[src/rtl/intersection_phase_scheduler_if.sv]
// Signal-head and pedestrian bundle for one intersection.
// The master drives the advance enable and the pedestrian request; the slave drives the heads, walk, ack and phase.
interface intersection_phase_scheduler_if;
   logic       en;
   logic       ped_req;
   logic [2:0] ns_lights;
   logic [2:0] ew_lights;
   logic       walk;
   logic       ped_ack;
   logic [2:0] phase;

   modport master (
      output en, ped_req,
      input  ns_lights, ew_lights, walk, ped_ack, phase
   );

   modport slave (
      input  en, ped_req,
      output ns_lights, ew_lights, walk, ped_ack, phase
   );
endinterface

[src/rtl/intersection_phase_scheduler.sv]
// Two-road phase sequencer with a timed green/yellow/all-red cycle.
// A latched pedestrian request inserts a walk phase after RED_B.
module intersection_phase_scheduler #(
   parameter int unsigned GREEN_CYC  = 8,
   parameter int unsigned YELLOW_CYC = 2,
   parameter int unsigned ALLRED_CYC = 1,
   parameter int unsigned WALK_CYC   = 4,
   parameter int unsigned CNT_W      = 8
) (
   input  logic                           clk,
   input  logic                           rst,
   intersection_phase_scheduler_if.slave  bus
);

   typedef enum logic [2:0] {
      NS_GREEN  = 3'd0,
      NS_YELLOW = 3'd1,
      RED_A     = 3'd2,
      EW_GREEN  = 3'd3,
      EW_YELLOW = 3'd4,
      RED_B     = 3'd5,
      WALK      = 3'd6
   } phase_t;

   phase_t             state, state_nxt, succ;
   logic               legal;
   logic [CNT_W-1:0]   timer, timer_nxt;
   logic               pending, pending_nxt;
   logic               ack, ack_nxt;

   function automatic logic [CNT_W-1:0] dur_m1(input phase_t p);
      case (p)
         NS_GREEN, EW_GREEN:   dur_m1 = CNT_W'(GREEN_CYC - 1);
         NS_YELLOW, EW_YELLOW: dur_m1 = CNT_W'(YELLOW_CYC - 1);
         WALK:                 dur_m1 = CNT_W'(WALK_CYC - 1);
         default:              dur_m1 = CNT_W'(ALLRED_CYC - 1);
      endcase
   endfunction

   always_ff @(posedge clk or posedge rst) begin
      if (rst) begin
         state   <= RED_B;
         timer   <= CNT_W'(ALLRED_CYC - 1);
         pending <= 1'b0;
         ack     <= 1'b0;
      end else begin
         state   <= state_nxt;
         timer   <= timer_nxt;
         pending <= pending_nxt;
         ack     <= ack_nxt;
      end
   end

   always_comb begin
      state_nxt   = state;
      timer_nxt   = timer;
      pending_nxt = pending | bus.ped_req;
      ack_nxt     = 1'b0;
      succ        = RED_B;
      legal       = 1'b1;

      case (state)
         NS_GREEN:  succ = NS_YELLOW;
         NS_YELLOW: succ = RED_A;
         RED_A:     succ = EW_GREEN;
         EW_GREEN:  succ = EW_YELLOW;
         EW_YELLOW: succ = RED_B;
         RED_B:     succ = pending ? WALK : NS_GREEN;
         WALK:      succ = NS_GREEN;
         default:   legal = 1'b0;
      endcase

      // Illegal code recovers regardless of enable; otherwise advance only when enabled.
      if (!legal) begin
         state_nxt = RED_B;
         timer_nxt = dur_m1(RED_B);
      end else if (bus.en) begin
         if (timer == '0) begin
            state_nxt = succ;
            timer_nxt = dur_m1(succ);
            if (succ == WALK) begin
               // Request on the accepting edge counts as served.
               pending_nxt = 1'b0;
               ack_nxt     = 1'b1;
            end
         end else begin
            timer_nxt = timer - 1'b1;
         end
      end
   end

   always_comb begin
      bus.ns_lights = 3'b100;
      bus.ew_lights = 3'b100;
      bus.walk      = 1'b0;
      case (state)
         NS_GREEN:  bus.ns_lights = 3'b001;
         NS_YELLOW: bus.ns_lights = 3'b010;
         EW_GREEN:  bus.ew_lights = 3'b001;
         EW_YELLOW: bus.ew_lights = 3'b010;
         WALK:      bus.walk      = 1'b1;
         default:   ;
      endcase
   end

   assign bus.phase   = state;
   assign bus.ped_ack = ack;

endmodule

[src/flat_wrapper.sv]
// flat-port wrapper written by rule: the top's interface ports become plain ports
module intersection_phase_scheduler_flat 
#(
   parameter int unsigned GREEN_CYC  = 8,
   parameter int unsigned YELLOW_CYC = 2,
   parameter int unsigned ALLRED_CYC = 1,
   parameter int unsigned WALK_CYC   = 4,
   parameter int unsigned CNT_W      = 8
)
  (clk, rst, bus_en, bus_ped_req, bus_ns_lights, bus_ew_lights, bus_walk, bus_ped_ack, bus_phase);
  intersection_phase_scheduler_if bus_i ();
  input  logic clk;
  input  logic rst;
  input wire logic [$bits(bus_i.en)-1:0] bus_en;
  input wire logic [$bits(bus_i.ped_req)-1:0] bus_ped_req;
  output wire logic [$bits(bus_i.ns_lights)-1:0] bus_ns_lights;
  output wire logic [$bits(bus_i.ew_lights)-1:0] bus_ew_lights;
  output wire logic [$bits(bus_i.walk)-1:0] bus_walk;
  output wire logic [$bits(bus_i.ped_ack)-1:0] bus_ped_ack;
  output wire logic [$bits(bus_i.phase)-1:0] bus_phase;
  assign bus_i.en = bus_en;
  assign bus_i.ped_req = bus_ped_req;
  assign bus_ns_lights = bus_i.ns_lights;
  assign bus_ew_lights = bus_i.ew_lights;
  assign bus_walk = bus_i.walk;
  assign bus_ped_ack = bus_i.ped_ack;
  assign bus_phase = bus_i.phase;
  intersection_phase_scheduler #(.GREEN_CYC(GREEN_CYC), .YELLOW_CYC(YELLOW_CYC), .ALLRED_CYC(ALLRED_CYC), .WALK_CYC(WALK_CYC), .CNT_W(CNT_W)) u_core (.clk(clk), .rst(rst), .bus(bus_i));
endmodule
[config.mk]
export PLATFORM = sky130hd
export DESIGN_NAME = intersection_phase_scheduler_flat
export DESIGN_NICKNAME = d
export VERILOG_FILES = /design/src/rtl/intersection_phase_scheduler_if.sv /design/src/rtl/intersection_phase_scheduler.sv /design/src/flat_wrapper.sv
export SDC_FILE = /design/constraint.sdc
export NUM_CORES = 1
export LEC_CHECK = 0
export CORE_ASPECT_RATIO = 1.2
export CORE_MARGIN = 3
export CORE_UTILIZATION = 30
export CTS_BUF_LIST = sky130_fd_sc_hd__clkbuf_16
export CTS_CLUSTER_DIAMETER = 150
export DETAILED_ROUTE_END_ITERATION = 12
export DONT_BUFFER_PORTS = 1
export GPL_TIMING_DRIVEN = 1
export SKIP_CTS_REPAIR_TIMING = 1
export SLEW_MARGIN = 10
export SYNTH_ARGS = -nofsm -noshare
export SYNTH_HDL_FRONTEND = slang
export SYNTH_SLANG_ARGS = --single-unit
[constraint.sdc]
create_clock -name clk -period 2.2 [get_ports clk]
set_input_delay 0.33 -clock clk [delete_from_list [all_inputs] [get_ports clk]]
set_output_delay 0.33 -clock clk [all_outputs]
set_load 0.01 [all_outputs]
==> impl_metrics.tcl, run 1 <==
set metrics [dict create \
    cellPowerDensity_nw_per_um2 1540 \
    maxCapViolCount 0 \
    grt_pass1_vias 652 \
    place_ws_ns 0.171 \
    yosys_warnings 0 \
    cp.required_ns 2.32 \
    setup_violations 0 \
    ir_worst_vdd_uv 700 \
    synth_top_cell_area_share 0.354 \
    dp.cells 116 \
    wl_per_cell_um 14.4 \
    antenna_left 0 \
    status "finished clean" \
    dieHeight_um 61.8 \
    cts-root-buf "clkbuf_16" \
    syn-mean-instance-area_um2 8.83 \
    htreeDepth 1 \
    synthCells 88 \
    core_area_um2 2380 \
    fin_nets 96 \
    worst_pin_slew_ns 0.520 \
    ys_ff_latch 13 \
    cp.arrival_ns 2.15 \
    final_util 0.373 \
    p_leak_nw 0.371 \
    hpwl_um 1290 \
    drt_iter0_drc 4 \
    finalHoldViolCount 0 \
    drtPass1Iterations 4 \
    globalRoute.totalOverflow 0 \
    setup_ws_ns 0.173 \
    antenna_found_initial 0 \
    io_buffers 0 \
    gp_congestion 0.750 \
    routed_via_density 5.23 \
    criticalPathCategory "reg -> reg" \
    synth_nets 94 \
    synth_edf_count 0 \
    cts.path.max_buffers 2 \
    synthToLayoutAreaGrowth_pct 14.2 \
    syn_area_um2 777 \
    critPathMaxFanout 9 \
    io_pins 15 \
    synth_cell_type_count 32 \
    min_path_type "in -> async" \
    use_met2 0.223 \
    fin_cells 120 \
    seq_area_frac_synth 0.422 \
    min_period_ns 2.03 \
    initial_core_util 0.327 \
    use_met3 0.0215 \
    finClkSkew_ns 0.00158 \
    grt_max_degree 14 \
    fp.dieArea_um2 3240 \
    cts_inserted_buffers 3 \
    cts_sinks 13 \
    drive_gt1_frac 0.135 \
    drcViolationCount 0 \
    drv_slew 0 \
    synth_ff_type "dfrtp_1" \
    cts_tree "done" \
    busiest_layer "met2" \
    synth_area_leaders "dfrtp_1 (35%), dfstp_2 (6.8%), nor2_1 (4.8%)" \
    wirelength_um 1730 \
    final_common_cell "dfrtp_1" \
    fin_tns_setup_ns 0 \
    row_count 19 \
    track_usage 0.133 \
    clk_pin_slew_ns 0.05 \
    gr-usage-met1 0.154 \
    endpoint_kind "flip-flop" \
    die-width_um 52.5 \
    rr_worst_depth 4 \
    finalCritPeriodShare 0.922 \
    insertion_delay_ns 0.24 \
    vias 627 \
    insertedDiodeCount 0 \
    nFillCells 258 \
    max_freq_mhz 493 \
    synth.largest_area_cell "dfrtp_1" \
    final_cell_mix "dfrtp_1 (11), nor2_1 (10), inv_1 (8), nand2_1 (8), nor3_1 (7)" \
    grt_pass1_wl_um 3080 \
    relSlewSlack 0.653 \
    async_flop_share 1.00 \
    start_kind "flip-flop" \
    rsz0062_at_grt "no" \
]
## kinds of logic (layout without fill, tap and decap cells)
| logic type | count (synthesis) | in the layout | share of synthesized area |
|---|---|---|---|
| flops | 13 | 13 | 0.422 |
| compound gates | 15 | 15 | 0.118 |
| fa+ha+maj | 3 | 3 | 0.0451 |
| buf+inv | 12 | 13 | 0.0596 |
| mux | 2 | 2 | 0.0274 |
| xor+xnor | 5 | 5 | 0.0564 |
| simple gates | 38 | 38 | 0.272 |
## state kept, by name (all words and copies together) (netlist names)
signal,cells
u_core.bus.phase,3
u_core.pending,1
u_core.timer,8
u_core.bus.ped_ack,1
## cell usage after synthesis, types with 2 or more instances
master / number
xnor2_1: 4
dfstp_2: 2
nand2_1: 8
nand3_1: 3
o21ai_0: 3
dfrtp_1: 11
or4_1: 2
nor2_1: 10
a21oi_1: 5
o21ai_1: 2
nor3_1: 7
clkbuf_1: 3
ha_1: 2
inv_1: 8
## metal layers
layer  share of wire  wire length, um  vias to the layer above
li1                -                -                      306
met1            0.42              723                      302
met2            0.51              875                       14
met3           0.034               58                        5
met4           0.039               67                        0
met5               0                0                        -
## metrics by stage
stage / instance area, um^2 / hold WS (ns) / total power [mW]
2_1_floorplan: 777 / 0.206 / 0.922
3_3_place_gp: 807 / 0.275 / 1.01
3_5_place_dp: 807 / 0.285 / 1.03
4_1_cts: 887 / 0.0207 / 1.38
5_1_grt: 887 / 0.0507 / 1.49
6_report: 887 / 0.00721 / 1.37
## area by class of cell
| type | count | area [um^2] | area share |
|---|---|---|---|
| multi-input cells | 63 | 403 | 0.454 |
| flip-flops and latches | 13 | 328 | 0.370 |
| clock inverters | 1 | 5.00 | 0.00564 |
| repair buffers | 1 | 7.51 | 0.00846 |
| well taps | 31 | 38.8 | 0.0437 |
| clock buffers | 3 | 75.1 | 0.0846 |
| inverters | 8 | 30.0 | 0.0339 |
## where the power goes
group / internal (mW) / leakage [nW] / switching (mW) / total (mW)
logic: 0.214 / 0.174 / 0.278 / 0.491
registers: 0.355 / 0.156 / 0.174 / 0.528
clock network: 0.242 / 0.0409 / 0.107 / 0.349
## worst max-delay path, cell delays in order, from the launching register on
cell     delay [ns]
dfrtp_1        0.42
or4_1          0.66
nor4b_4        0.50
maj3_1         0.27
o21ai_1        0.06
## final timing paths
check | startpoint | to | slack, ns
max | u_core.timer[2] | u_core.bus.phase[1] | 0.17
min | rst | u_core.bus.phase[1] | 0.007
max reg2reg | u_core.timer[2] | u_core.bus.phase[1] | 0.17
min reg2reg | u_core.timer[5] | u_core.timer[5] | 0.55
max in group asynchronous | rst | u_core.bus.phase[0] | 1.83
min in group clk | bus_ped_req | u_core.pending | 0.22
(Power assumes the default switching activity.)
==> inputs of run 2 (changes only) <==
==> constraint.sdc (replaced) <==
create_clock -name clk -period 2.2 [get_ports clk]
set_input_delay 0.33 -clock clk [delete_from_list [all_inputs] [get_ports clk]]
set_output_delay 0.33 -clock clk [all_outputs]
set_load 0.05 [all_outputs]
==> run 2 against run 1 <==
  * Hold slack lost 0.0071 ns
  * Clock skew grew 0.0029 ns
  * Die area is the same
  * Non-clock buffer count grew 10
  * Clock-buffer cell count is the same
  * Cell count grew 8.3%
  * Global-route usage grew 0.084 points
  * Via count grew 5.6%
  * Design area grew 12%
==> impl_metrics.tcl, run 2 (synthesized netlist as in run 1, its figures left out) <==
set metrics [dict create \
    worstPathCellList "or4_1, nor4b_4, maj3_1, o21ai_1" \
    antenna_found_initial 0 \
    grt_pass1_wl_um 3130 \
    row_count 19 \
    grt_max_degree 14 \
    wl_per_cell_um 13.3 \
    track_usage 0.134 \
    finish.instance_area_um2 992 \
    io_buffers 0 \
    hpwl_um 1310 \
    drv_slew 0 \
    cp.required_ns 2.32 \
    die-width_um 52.5 \
    dieHeight_um 61.8 \
    drt_iter0_drc 5 \
    max_freq_mhz 489 \
    criticalPathCategory "reg -> reg" \
    drcViolationCount 0 \
    cts_inserted_buffers 3 \
    cts-root-buf "clkbuf_16" \
    critPathMaxFanout 9 \
    finClkSkew_ns 0.00446 \
    largest_reg_flops 8 \
    relSlewSlack 0.648 \
    gp_congestion 0.761 \
    crit_path_max_incr_delay_ns 0.66 \
    initial_core_util 0.327 \
    fin_nets 106 \
    endpoint_kind "flip-flop" \
    status "finished clean" \
    cts.path.max_buffers 2 \
    globalRoute.totalOverflow 0 \
    nFillCells 251 \
    min_path_type "in -> async" \
    grt_pass1_vias 711 \
    insertedDiodeCount 0 \
    maxCapViolCount 0 \
    cts_tree "done" \
    min_period_ns 2.04 \
    drtPass1Iterations 4 \
    drive_gt1_frac 0.273 \
    insertion_delay_ns 0.24 \
    wirelength_um 1730 \
    rsz0062_at_grt "no" \
    fin_cells 130 \
    start_kind "flip-flop" \
    crit_slowest_cell "or4_1" \
    io_pins 15 \
    routed_via_density 5.09 \
    synthToLayoutAreaGrowth_pct 27.7 \
    cp.arrival_ns 2.16 \
    dp.cells 126 \
    final_cell_mix "buf_4 (11), dfrtp_1 (11), inv_1 (8), nand2_1 (8), nor2_1 (7)" \
    antenna_left 0 \
    worst_pin_slew_ns 0.525 \
    cts_sinks 13 \
    htreeDepth 1 \
    clk_pin_slew_ns 0.05 \
    core_area_um2 2380 \
    setup_violations 0 \
    fp.dieArea_um2 3240 \
    finalCritPeriodShare 0.929 \
    finalHoldViolCount 0 \
    largest-register "u_core.timer" \
    dpl-instance-area_um2 912 \
    vias 662 \
]
-- run 2: cell types whose count changed in the layout (fill, tap and decap cells not counted), sizes merged --
cell	previous run	this run
buf	1	11
-- run 2: cell type report --
| cell class | instances | area, um^2 | area share |
|---|---|---|---|
| repair buffers | 11 | 82.6 | 0.0832 |
| well taps | 31 | 38.8 | 0.0391 |
| clock buffers | 3 | 75.1 | 0.0757 |
| clock inverters | 1 | 5.00 | 0.00504 |
| inverters | 8 | 30.0 | 0.0303 |
| multi-input cells | 63 | 433 | 0.436 |
| flip-flops and latches | 13 | 328 | 0.330 |
-- run 2: worst paths after layout --
kind,startpoint,cells past startpoint,slack [ns],to
max reg2reg,u_core.timer[2],4,0.16,u_core.bus.phase[1]
max in group asynchronous,rst,1,1.84,u_core.bus.phase[2]
min,rst,1,0.0001,u_core.timer[1]
min in group clk,bus_ped_req,2,0.23,u_core.pending
max,u_core.timer[2],4,0.16,u_core.bus.phase[1]
min reg2reg,u_core.timer[1],2,0.56,u_core.timer[1]
-- run 2: worst max-delay path: cells and delay by family (launching register included) --
family          cells  cell delay, ns
compound gates      1            0.06
fa+ha+maj           1            0.28
flops               1            0.42
simple gates        2            1.17
-- run 2: per-stage QoR --
step,util,setup TNS [ns],setup slack [ns],hold slack [ns]
floorplan,-,-0.169,-0.0778,0.206
global placement,0.384,0,0.229,0.272
detailed placement,0.384,0,0.159,0.274
CTS,0.417,0,0.155,0.0165
global route,0.417,0,0.0305,0.0391
finish,0.417,0,0.156,0.000110
-- run 2: routing by layer --
| layer | GRT usage | vias up | wire length (um) |
|---|---|---|---|
| li1 | - | 330 | - |
| met1 | 0.141 | 310 | 702 |
| met2 | 0.246 | 17 | 889 |
| met3 | 0.0286 | 5 | 82 |
| met4 | 0.0766 | 0 | 51 |
| met5 | 0 | - | 0 |
Power of run 2 is not shown: default switching activity piles up to over one toggle a cycle in this logic, so the estimate is an artifact.
==> RTL change 1: new RTL, config.mk and constraints of run 1 <==
`CNT_W` is set to 8 in 2 places; all go to 10.
--- a/src/rtl/intersection_phase_scheduler.sv
+++ b/src/rtl/intersection_phase_scheduler.sv
@@ -6,5 +6,5 @@
    parameter int unsigned ALLRED_CYC = 1,
    parameter int unsigned WALK_CYC   = 4,
-   parameter int unsigned CNT_W      = 8
+   parameter int unsigned CNT_W      = 10
 ) (
    input  logic                           clk,
--- a/src/flat_wrapper.sv
+++ b/src/flat_wrapper.sv
@@ -6,5 +6,5 @@
    parameter int unsigned ALLRED_CYC = 1,
    parameter int unsigned WALK_CYC   = 4,
-   parameter int unsigned CNT_W      = 8
+   parameter int unsigned CNT_W      = 10
 )
   (clk, rst, bus_en, bus_ped_req, bus_ns_lights, bus_ew_lights, bus_walk, bus_ped_ack, bus_phase);
Formal check against the unedited RTL: no difference found for any inputs over 10 cycles, from zero or initial values and one cycle with rst high; that may be too few to reach the edited logic, so the function may still have changed.
==> RTL change 1 against run 1 <==
- worst setup slack better by 0.18 ns
- sequential cell count is 2 higher
- final area is 15% higher
- wire length is 12% higher
- power is 4.8% lower
- via count is 13% higher
- utilization is 1.6 points lower
- die area is 16% higher
- area after synthesis is 18% higher
- critical path type unchanged
- largest cell class unchanged
==> RTL change 1: results (changes against run 1) <==
DP Area 943 um^2 (+17%); met2 track demand over resource 0.204 (-0.0196); post-synth cell types 36 (+13%); Worst path max stage delay 0.41 ns (-0.25 ns); Switch Pwr 485 uW (-13%); first-pass GRT wire length 3350 um (+8.5%); layout cells sized above 1 0.123 (-0.0122); Leak 0.000439 uW (+18%); initial drt markers 12 (+8); Fin Clk Skew 0.00453 ns (+0.00295 ns); routed wl met2 980 um (+12%); Crit Path Max Fanout 4 (-5); vias per inst 5.06 (-3.1%); status complete, no violations; Slowest-stage cell, CP nor4bb_1; largest net degree at the start of global routing 17 (+3); worst r2r path cells 6 (+2); VDD IR max 0.526 mV (-25%); sequential cell power 546 uW (+3%); syn nets 111 (+18%); Worst Tran Pin Value 0.582 ns (+0.0615 ns); FF-to-FF Start u_core.timer[0]; M1 GR Usage 0.132 (-0.0213); Synth Area in Compound Gates 0.0722 (-0.0453); R2R setup slack 0.36 ns (+0.18 ns); synth cell count leaders nor2_1 (18), dfrtp_1 (13), nand2_1 (11), inv_1 (6), xor2_1 (5); Seq/Total Area, Yosys 0.411 (-0.0105); Post-Synth XOR/XNOR Area 0.0858 (+0.0295); Largest register FFs 10 (+2); total CTS buffers 3 (unchanged); detailed-route wire length 1940 um (+12%); GPL Wtd Cong 0.740 (-1.4%); Highest Signal Layer met4; Filler cells 291 (+13%); arrival time worst endpoint 1.96 ns (-0.19 ns); hpwl dp 1430 um (+11%); mux cell area share after synthesis 0.0123 (-0.0151); M1 wire length 842 um (+16%); Hold WS 0.0327 ns (+0.0255 ns); M3 GR Usage 0.0194 (-0.00210); Synth area leaders dfrtp_1 (35%), nor2_1 (7.4%), dfstp_2 (5.7%), xor2_1 (4.8%), nand2_1 (4.5%); Power Density 1270 mW/mm^2 (-17%); Adder-Cell Fraction of Synth Area 0.0136 (-0.0315); WL met3 71 um (+22%); Critical R2R Capture u_core.pending
-- RTL change 1: cell types whose count changed after synthesis, sizes merged, moves of 3 or more --
cell	delta
o21ai	-4
and3	+3
nand2	+3
nor2	+8
and2	+3
xor2	+4
nor3	-4
-- RTL change 1: stage by stage --
| stage | cells | worst slack, ns |
|---|---|---|
| finish | 140 | 0.356 |
| global route | 140 | 0.184 |
| CTS | 140 | 0.328 |
| detailed placement | 136 | 0.358 |
| global placement | 136 | 0.406 |
| floorplan | 106 | 0.557 |
-- RTL change 1: final cells by class --
| class | instances | area (um^2) | share of cell area |
|---|---|---|---|
| tap | 34 | 42.5 | 0.0416 |
| sequential | 15 | 378 | 0.370 |
| clock inverter | 1 | 3.75 | 0.00367 |
| clock buffer | 3 | 75.1 | 0.0734 |
| inverter | 6 | 22.5 | 0.0220 |
| multi-input combinational | 81 | 500 | 0.490 |
==> RTL change 2: new RTL, flow settings as in run 1 <==
Made on the original files. Make the reset (`rst`) synchronous in one clocked block.
--- a/src/rtl/intersection_phase_scheduler.sv
+++ b/src/rtl/intersection_phase_scheduler.sv
@@ -38,5 +38,5 @@
    endfunction
 
-   always_ff @(posedge clk or posedge rst) begin
+   always_ff @(posedge clk) begin
       if (rst) begin
          state   <= RED_B;
Formal check against the unedited RTL: differs if rst is asserted again (counterexample within 4 cycles, from zero or initial values and one cycle with rst high); with rst held inactive, the same outputs for 10 cycles.
==> RTL change 2 against run 1 <==
- sequential cell count unchanged
- utilization decreased by 1.1 points
- wire length decreased by 9.4%
- area after synthesis decreased by 3.9%
- critical path type is now reg2out
- clock power decreased by 3%
- die area decreased by 3.5%
- sequential share of layout area decreased by 6.1 points
- worst setup slack improved by 0.25 ns
- final area decreased by 4.8%
- power increased by 6.5%
- first-iteration DRC count increased to 3.3 times the old value
==> RTL change 2: results (changes against run 1) <==
gr usage total 0.117 (-0.0167); vias in the first global route 641 (-1.7%); Synth area leaders dfxtp_1 (35%), nor2_1 (7.0%), xor2_1 (4.7%), nand2b_1 (4.2%), nor3_1 (4.0%); FF-to-FF Start u_core.timer[0]; first-pass GRT wire length 2720 um (-12%); status complete, no violations; Crit Path Max Fanout 12 (+3); layout cells sized above 1 0.0879 (-0.0469); cell-internal power 842 uW (+3.9%); 1st-pass router iterations 4 (unchanged); Fin Clk Skew 0.00397 ns (+0.00239 ns); Worst Hold Class in2reg; Setup crit start u_core.bus.phase[2]; post-synth cell types 33 (+3.1%); arrival time worst endpoint 1.45 ns (-0.70 ns); GPL Wtd Cong 0.742 (-1.2%); Mapped Cells 92 (+4.5%); hpwl dp 1150 um (-11%); Seq/Total Area, Yosys 0.348 (-0.0735); worst r2r path cells 6 (+2); initial drt markers 13 (+9); VDD IR max 1.08 mV (+54%); Worst Tran Pin Value 0.545 ns (+0.0245 ns); Leak 0.000314 uW (-15%); Critical R2R Capture u_core.bus.phase[1]; core area 0.00233 mm^2 (-2.0%); Filler cells 261 (+1.2%); drc violations 0 (unchanged); fin cells 122 (+1.7%); syn nets 98 (+4.3%); fraction of registers with async set or reset after synthesis 0 (-1.00); crit path to bus_ew_lights[2]
==> RTL change 2: cells by family after synthesis <==
group | after synthesis | synth area share
AOI/OAI and AO/OA | 17 | 0.147
xor gates and xnor gates | 6 | 0.0704
adders and majority gates | 2 | 0.0335
buffers and inverters | 8 | 0.0419
DFF | 13 | 0.348
and+or+nand+nor | 46 | 0.358
==> RTL change 2: routing by layer <==
metal  routed length [um]  vias to the layer above  GRT usage
met5                    0                        -          0
met4                   24                        0     0.0337
met3                  111                        2     0.0565
met2                  711                       17      0.196
met1                  715                      293      0.131
li1                     -                      323          -
==> RTL change 2: critical path: stages, from the launching register on <==
cell and delay, ns:
dfxtp_1 0.58, nor3b_1 0.48, nor2_1 0.15
==> RTL change 2: worst min path at each step <==
stage	from	slack, ns	endpoint
after floorplan	u_core.pending	0.48	u_core.bus.ped_ack
after CTS	rst	0.15	u_core.bus.phase[1]
final	rst	0.15	u_core.bus.phase[1]
after global routing	rst	0.15	u_core.bus.phase[1]
after detailed placement	rst	0.40	u_core.bus.phase[1]
after global placement	rst	0.40	u_core.bus.phase[1]
==> RTL change 2: power by group through the flow <==
stage	Sequential [uW]	Combinational, uW	Clock [uW]
6_report	489	629	340
5_1_grt	506	714	361
4_1_cts	490	636	352
3_5_place_dp	493	632	0
3_3_place_gp	485	628	0
2_1_floorplan	424	588	0
==> RTL change 2: area by class of cell <==
type / instances / share of cell area
inverter: 3 / 0.0133
tap: 31 / 0.0459
clock buffer: 3 / 0.0889
sequential: 13 / 0.308
clock inverter: 1 / 0.00444
multi-input combinational: 71 / 0.539
==> RTL change 2: stage by stage <==
stage                     area (um^2)  setup WS (ns)
after detailed placement          766          0.579
after global placement            766          0.600
final                             845          0.419
after floorplan                   747          0.689
after global routing              845          0.295
after CTS                         845          0.394
